### src/rtl/sha256_pkg.sv
// Shared SHA-256 message-schedule definitions: sigma functions, padding
// constants for the 256-bit second block, and the expander state type.
package sha256_pkg;

   localparam logic [31:0] W8_PAD     = 32'h8000_0000;
   localparam logic [31:0] W15_LEN256 = 32'h0000_0100;

   typedef enum logic {
      ST_IDLE   = 1'b0,
      ST_EXPAND = 1'b1
   } w_state_e;

   function automatic logic [31:0] s0(input logic [31:0] x);
      return {x[6:0], x[31:7]} ^ {x[17:0], x[31:18]} ^ {3'b000, x[31:3]};
   endfunction

   function automatic logic [31:0] s1(input logic [31:0] x);
      return {x[16:0], x[31:17]} ^ {x[18:0], x[31:19]} ^ {10'd0, x[31:10]};
   endfunction

endpackage

### src/rtl/sha256_w_step.sv
// One message-schedule word: W[j] = s1(W[j-2]) + W[j-7] + s0(W[j-15]) + W[j-16].
module sha256_w_step
   import sha256_pkg::*;
(
   input  logic [31:0] w_m2_i,
   input  logic [31:0] w_m7_i,
   input  logic [31:0] w_m15_i,
   input  logic [31:0] w_m16_i,
   output logic [31:0] w_o
);

   assign w_o = s1(w_m2_i) + w_m7_i + s0(w_m15_i) + w_m16_i;

endmodule

### src/rtl/sha256_w_expander_pipe.sv
// Streams the 64-word SHA-256 message schedule of one 512-bit block,
// WPC words per beat, from a sliding 16-word window.
module sha256_w_expander_pipe
   import sha256_pkg::*;
#(
   parameter int WPC = 1
) (
   input  logic               CLK,
   input  logic               RST,
   input  logic               in_valid,
   output logic               in_ready,
   input  logic [511:0]       block_in,
   input  logic               second_blk,
   output logic               out_valid,
   input  logic               out_ready,
   output logic [32*WPC-1:0]  w_out,
   output logic [5:0]         w_idx,
   output logic               last
);

   if (!(WPC == 1 || WPC == 2 || WPC == 4)) begin : g_bad_wpc
      $error("sha256_w_expander_pipe: WPC must be 1, 2 or 4");
   end

   localparam logic [5:0] T_LAST = 6'(64 - WPC);
   localparam logic [5:0] T_STEP = 6'(WPC);

   w_state_e    state_q, state_d;
   logic [5:0]  t_q, t_d;
   logic [31:0] window_q [16];
   logic [31:0] window_d [16];
   logic [31:0] shifted  [16];
   logic        accept, advance;

   assign accept  = (state_q == ST_IDLE) && in_valid;
   assign advance = (state_q == ST_EXPAND) && out_ready;

   // Step j may consume step j-2's result in the same cycle, so each step
   // owns its result net and the shifted window only collects them.
   for (genvar j = 0; j < WPC; j++) begin : g_step
      logic [31:0] w;
      logic [31:0] m2;
      if (j >= 2) begin : g_chain
         assign m2 = g_step[j-2].w;
      end else begin : g_win
         assign m2 = window_q[14+j];
      end
      sha256_w_step u_step (
         .w_m2_i  (m2),
         .w_m7_i  (window_q[9+j]),
         .w_m15_i (window_q[1+j]),
         .w_m16_i (window_q[j]),
         .w_o     (w)
      );
      assign shifted[16-WPC+j] = w;
   end

   for (genvar i = 0; i < 16 - WPC; i++) begin : g_shift
      assign shifted[i] = window_q[i+WPC];
   end

   always_ff @(posedge CLK) begin
      if (RST) state_q <= ST_IDLE;
      else     state_q <= state_d;
   end

   always_comb begin
      state_d = state_q;
      case (state_q)
         ST_IDLE:   if (in_valid) state_d = ST_EXPAND;
         ST_EXPAND: if (out_ready && (t_q == T_LAST)) state_d = ST_IDLE;
         default:   state_d = ST_IDLE;
      endcase
   end

   always_comb begin
      in_ready  = (state_q == ST_IDLE);
      out_valid = (state_q == ST_EXPAND);
      last      = (state_q == ST_EXPAND) && (t_q == T_LAST);
      w_idx     = t_q;
      w_out     = '0;
      for (int k = 0; k < WPC; k++) begin
         w_out[32*(WPC-k)-1 -: 32] = window_q[k];
      end
   end

   always_comb begin
      window_d = window_q;
      t_d      = t_q;
      if (accept) begin
         t_d = '0;
         for (int i = 0; i < 16; i++) window_d[i] = block_in[511-32*i -: 32];
         // Second block of a double hash: 256-bit digest followed by fixed padding.
         if (second_blk) begin
            for (int i = 0; i < 8; i++) window_d[i] = block_in[255-32*i -: 32];
            window_d[8] = W8_PAD;
            for (int i = 9; i < 15; i++) window_d[i] = '0;
            window_d[15] = W15_LEN256;
         end
      end else if (advance) begin
         window_d = shifted;
         t_d      = (t_q == T_LAST) ? 6'd0 : t_q + T_STEP;
      end
   end

   always_ff @(posedge CLK) begin
      if (RST) begin
         t_q <= '0;
         for (int i = 0; i < 16; i++) window_q[i] <= '0;
      end else begin
         t_q      <= t_d;
         window_q <= window_d;
      end
   end

endmodule
### config.mk
export PLATFORM = sky130hd
export DESIGN_NAME = sha256_w_expander_pipe
export DESIGN_NICKNAME = d
export VERILOG_FILES = /design/src/rtl/sha256_pkg.sv /design/src/rtl/sha256_w_step.sv /design/src/rtl/sha256_w_expander_pipe.sv
export SDC_FILE = /design/constraint.sdc
export NUM_CORES = 2
export LEC_CHECK = 0
export CELL_PAD_IN_SITES_DETAIL_PLACEMENT = 1
export CELL_PAD_IN_SITES_GLOBAL_PLACEMENT = 1
export CORE_MARGIN = 4
export CORE_UTILIZATION = 42
export CTS_CLUSTER_DIAMETER = 200
export DETAILED_ROUTE_END_ITERATION = 12
export PLACE_DENSITY = 0.83
export SYNTH_ARGS = -nofsm -noshare
export SYNTH_HDL_FRONTEND = slang
export SYNTH_HIERARCHICAL = 1
export SYNTH_SLANG_ARGS = --single-unit
### constraint.sdc
create_clock -name CLK -period 11.9 [get_ports CLK]
set_clock_uncertainty 0.05 [all_clocks]
set_input_delay 1.19 -clock CLK [delete_from_list [all_inputs] [get_ports CLK]]
set_output_delay 1.19 -clock CLK [all_outputs]
set_load 0.1 [all_outputs]
==> impl_results.html <==
<table>
<tr><th>Metric</th><th>Value</th></tr>
<tr><th colspan="2">Status</th></tr>
<tr><td>Outcome</td><td>complete, no violations</td></tr>
<tr><th colspan="2">Floorplanning</th></tr>
<tr><td>Effective utilization at floorplan</td><td>0.4266</td></tr>
<tr><td>Die outline height</td><td>275.6 µm</td></tr>
<tr><td>Total Die Area</td><td>75960 µm²</td></tr>
<tr><td>Placeable Area</td><td>70510 µm²</td></tr>
<tr><td>Die outline width</td><td>275.6 µm</td></tr>
<tr><td>Boundary Pins</td><td>558</td></tr>
<tr><td>Placement row count</td><td>97</td></tr>
<tr><th colspan="2">Route</th></tr>
<tr><td>Overall routed net length</td><td>141000 µm</td></tr>
<tr><td>DR WL/cell</td><td>28.24 µm</td></tr>
<tr><td>Detailed-route vias per instance</td><td>6.203</td></tr>
<tr><td>Routed vias</td><td>30979</td></tr>
<tr><td>Drt drc</td><td>0</td></tr>
<tr><td>Number of antenna-violating nets in the routed design</td><td>0</td></tr>
<tr><td>Starting DRC count in detailed routing</td><td>3999</td></tr>
<tr><td>First-pass iteration count of the detailed router</td><td>5</td></tr>
<tr><th colspan="2">Setup path</th></tr>
<tr><td>Most common cell type on the critical path</td><td>fa_1</td></tr>
<tr><td>Top delay family on crit path</td><td>adder cells</td></tr>
<tr><td>Critical path class</td><td>flop to flop</td></tr>
<tr><td>CP arrival</td><td>5.16 ns</td></tr>
<tr><td>Maximum single-stage delay on the critical path</td><td>0.49 ns</td></tr>
<tr><td>Setup crit end kind</td><td>flop</td></tr>
<tr><td>Worst path slowest cell</td><td>fa_1</td></tr>
<tr><td>Highest fanout seen on the critical path</td><td>5</td></tr>
<tr><td>Critical path buffers and inverters</td><td>1</td></tr>
<tr><td>CP Launch Type</td><td>flop</td></tr>
<tr><td>Required time of the worst setup path</td><td>12.38 ns</td></tr>
<tr><td>Cell chain of the critical path</td><td>xor2_1 -&gt; xnor2_1 -&gt; fa_1 -&gt; fa_1 -&gt; inv_1 -&gt; ha_1 -&gt; fa_1 -&gt; a21o_1 -&gt; a221oi_2 -&gt; o21ai_0 -&gt; a21o_1 -&gt; a21oi_1 -&gt; xnor2_1 -&gt; o22ai_1 -&gt; nor3_1</td></tr>
<tr><th colspan="2">Synth</th></tr>
<tr><td>Number of cells produced by synthesis</td><td>3726</td></tr>
<tr><td>Post-synth net total</td><td>4337</td></tr>
<tr><td>Cells taking the most area after synthesis</td><td>dfxtp_1, nor2b_1, a311oi_1</td></tr>
<tr><td>Count of different cell masters after synthesis</td><td>65</td></tr>
<tr><td>Fraction of registers with async set/reset</td><td>0</td></tr>
<tr><td>Warnings, synthesis</td><td>6</td></tr>
<tr><td>Prevailing post-synth register cell</td><td>dfxtp_1</td></tr>
<tr><td>Number of synthesized register bits</td><td>519</td></tr>
<tr><td>Mean Syn Cell Area</td><td>8.073 µm²</td></tr>
<tr><td>Proportion of netlist area held by the largest area contributor</td><td>0.3454</td></tr>
<tr><td>Commonest cells in the netlist</td><td>nand2_1, dfxtp_1, nor2b_1</td></tr>
<tr><td>Post-synthesis sequential area ratio</td><td>0.3454</td></tr>
<tr><td>Cell Area, Synth</td><td>30080 µm²</td></tr>
<tr><td>Library cell with the largest summed area after synthesis</td><td>dfxtp_1</td></tr>
<tr><td>Number of enable flip-flop cells after synthesis</td><td>0</td></tr>
<tr><td>Library cell with the highest instance count after synthesis</td><td>nand2_1</td></tr>
<tr><th colspan="2">Placed design</th></tr>
<tr><td>Routability congestion estimate from global placement</td><td>0.9786</td></tr>
<tr><td>DP Area</td><td>35170 µm²</td></tr>
<tr><td>Number of I/O port buffers</td><td>557</td></tr>
<tr><td>Post-detailed-placement half-perimeter wirelength</td><td>104600 µm</td></tr>
<tr><th colspan="2">CTS</th></tr>
<tr><td>Clock slew seen by the registers of the worst setup and hold paths</td><td>0.07 ns</td></tr>
<tr><td>Count of clock tree sinks</td><td>519</td></tr>
<tr><td>Bufs on Longest Clock Path</td><td>3</td></tr>
<tr><td>Clock latency at the later pin of the worst-skew pair</td><td>0.67 ns</td></tr>
<tr><td>Number of CTS-inserted buffers</td><td>57</td></tr>
<tr><td>Resize count post-CTS</td><td>0</td></tr>
<tr><td>Clock tree from TritonCTS</td><td>built</td></tr>
<tr><td>Buffers inserted during post-CTS setup optimization</td><td>0</td></tr>
<tr><td>Hold buffer count at CTS</td><td>0</td></tr>
<tr><td>Root Driver</td><td>clkbuf_16</td></tr>
<tr><td>Level count of the clock H-tree</td><td>2</td></tr>
<tr><th colspan="2">STA</th></tr>
<tr><td>Setup repair after global routing missed its margin</td><td>no</td></tr>
<tr><td>Number of hold violations in the final report</td><td>0</td></tr>
<tr><td>Total of endpoints with negative setup slack in the final report</td><td>0</td></tr>
<tr><td>Final total negative setup slack</td><td>0 ns</td></tr>
<tr><td>Slew Limit Fails</td><td>0</td></tr>
<tr><td>Headroom to the max-slew limit</td><td>0.1977</td></tr>
<tr><td>Final critical-path required period</td><td>4.676 ns</td></tr>
<tr><td>Fmax</td><td>0.2139 GHz</td></tr>
<tr><td>Part of the cycle the worst path needs</td><td>0.3929</td></tr>
<tr><td>Actual transition at the worst max-transition pin</td><td>1.203 ns</td></tr>
<tr><th colspan="2">Layout</th></tr>
<tr><td>Post-Layout Inst Area</td><td>37190 µm²</td></tr>
<tr><td>Area Growth Syn to Fin</td><td>23.64%</td></tr>
<tr><td>Number of nets in the finished design</td><td>4617</td></tr>
<tr><td>Share of post-route cells with drive strength above 1</td><td>0.03384</td></tr>
<tr><th colspan="2">Min path</th></tr>
<tr><td>Path type of the worst min-delay path</td><td>flop to flop</td></tr>
<tr><th colspan="2">Flow run</th></tr>
<tr><td>Max capacitance violation total</td><td>0</td></tr>
<tr><th colspan="2">Power and ir drop</th></tr>
<tr><td>Power per standard cell area</td><td>173.1 nW/µm²</td></tr>
<tr><td>Largest voltage drop on the vdd net</td><td>0.0001310 V</td></tr>
<tr><td>Leakage power</td><td>13.14 nW</td></tr>
<tr><th colspan="2">Global route</th></tr>
<tr><td>Largest net degree at the start of global routing</td><td>226</td></tr>
<tr><td>Overall track demand over capacity in global routing</td><td>0.3500</td></tr>
<tr><td>Number of global-route vias before repair</td><td>29612</td></tr>
<tr><td>Wire length of the first global-routing pass</td><td>197600 µm</td></tr>
<tr><td>Global route total overflow</td><td>0</td></tr>
<tr><td>Initial antenna violation count</td><td>6</td></tr>
</table>
[flip-flops by register name, indices dropped and copies added (netlist names)]
name / cells
out_valid: 1
w_idx: 6
shifted: 448
w_out: 32
g_step.m2: 32
[worst min-delay path, cell delays in order (launching register included)]
cell and delay [ns]:
dfxtp_1 0.31, nand2_1 0.05, a311oi_1 0.07
[layer usage]
metal  vias up  wire, µm  global-route usage
li1      13767         -                   -
met1     15262     56980              0.4721
met2      1650     62780              0.5434
met3       298     12710             0.05250
met4         2      8537              0.1837
met5         -        13                   0
[report_power, final]
| part | switching [W] | internal, W |
|---|---|---|
| combinational | 0.00146 | 0.000945 |
| clock | 0.000787 | 0.00113 |
| sequential | 0.000209 | 0.00190 |
| total | 0.00246 | 0.00398 |
[placed cells by master, fill, tap and decap left out, types with 57 or more instances in the layout]
cell / instances
nand2_1: 535
nor3_1: 259
nor2_1: 275
dfxtp_1: 519
clkdlybuf4s50_1: 555
o22ai_1: 256
a311oi_1: 258
fa_1: 62
clkbuf_16: 57
xnor2_1: 82
xor2_1: 62
inv_1: 102
a211oi_1: 259
nor2b_1: 513
[layout make-up]
type	instances	area, µm²
Fill cell	8377	33320
Multi-Input combinational cell	2750	17380
Sequential cell	519	10390
Timing Repair Buffer	576	5841
Clock buffer	86	1735
Tap cell	940	1176
Inverter	102	382.9
Clock inverter	16	272.8
Antenna cell	5	12.51
[final timing paths]
check / start / endpoint / slack (ns) / depth (start not counted)
max: shifted[499]$_SDFFE_PP0P_ / shifted[43]$_SDFFE_PP0P_ / 7.22 / 15
min: shifted[319]$_SDFFE_PP0P_ / shifted[351]$_SDFFE_PP0P_ / 0.42 / 2
max reg2reg: shifted[499]$_SDFFE_PP0P_ / shifted[43]$_SDFFE_PP0P_ / 7.22 / 15
min reg2reg: shifted[319]$_SDFFE_PP0P_ / shifted[351]$_SDFFE_PP0P_ / 0.42 / 2
[through the flow]
step | total power, W | hold slack [ns] | cells | utilization | worst slack [ns]
after floorplan | 0.003626 | 0.4115 | 3726 | - | 6.847
after global placement | 0.004456 | 0.4244 | 4887 | 0.4987 | 7.022
after detailed placement | 0.004482 | 0.4281 | 4887 | 0.4987 | 7.020
after CTS | 0.006392 | 0.4239 | 4989 | 0.5272 | 7.255
after global routing | 0.006680 | 0.4578 | 4994 | 0.5274 | 6.954
final | 0.006437 | 0.4249 | 4994 | 0.5274 | 7.224
[cell families after synthesis]
group	count (synthesis)	synth area share
AO/OA/AOI/OAI	874	0.2173
AND/OR/NAND/NOR	1636	0.2625
buffers and inverters	457	0.07762
adder cells (fa/ha/maj)	94	0.05458
flip-flops	519	0.3454
XOR/XNOR	144	0.04193
multiplexers	2	0.0007071
(Power assumes the default switching activity.)
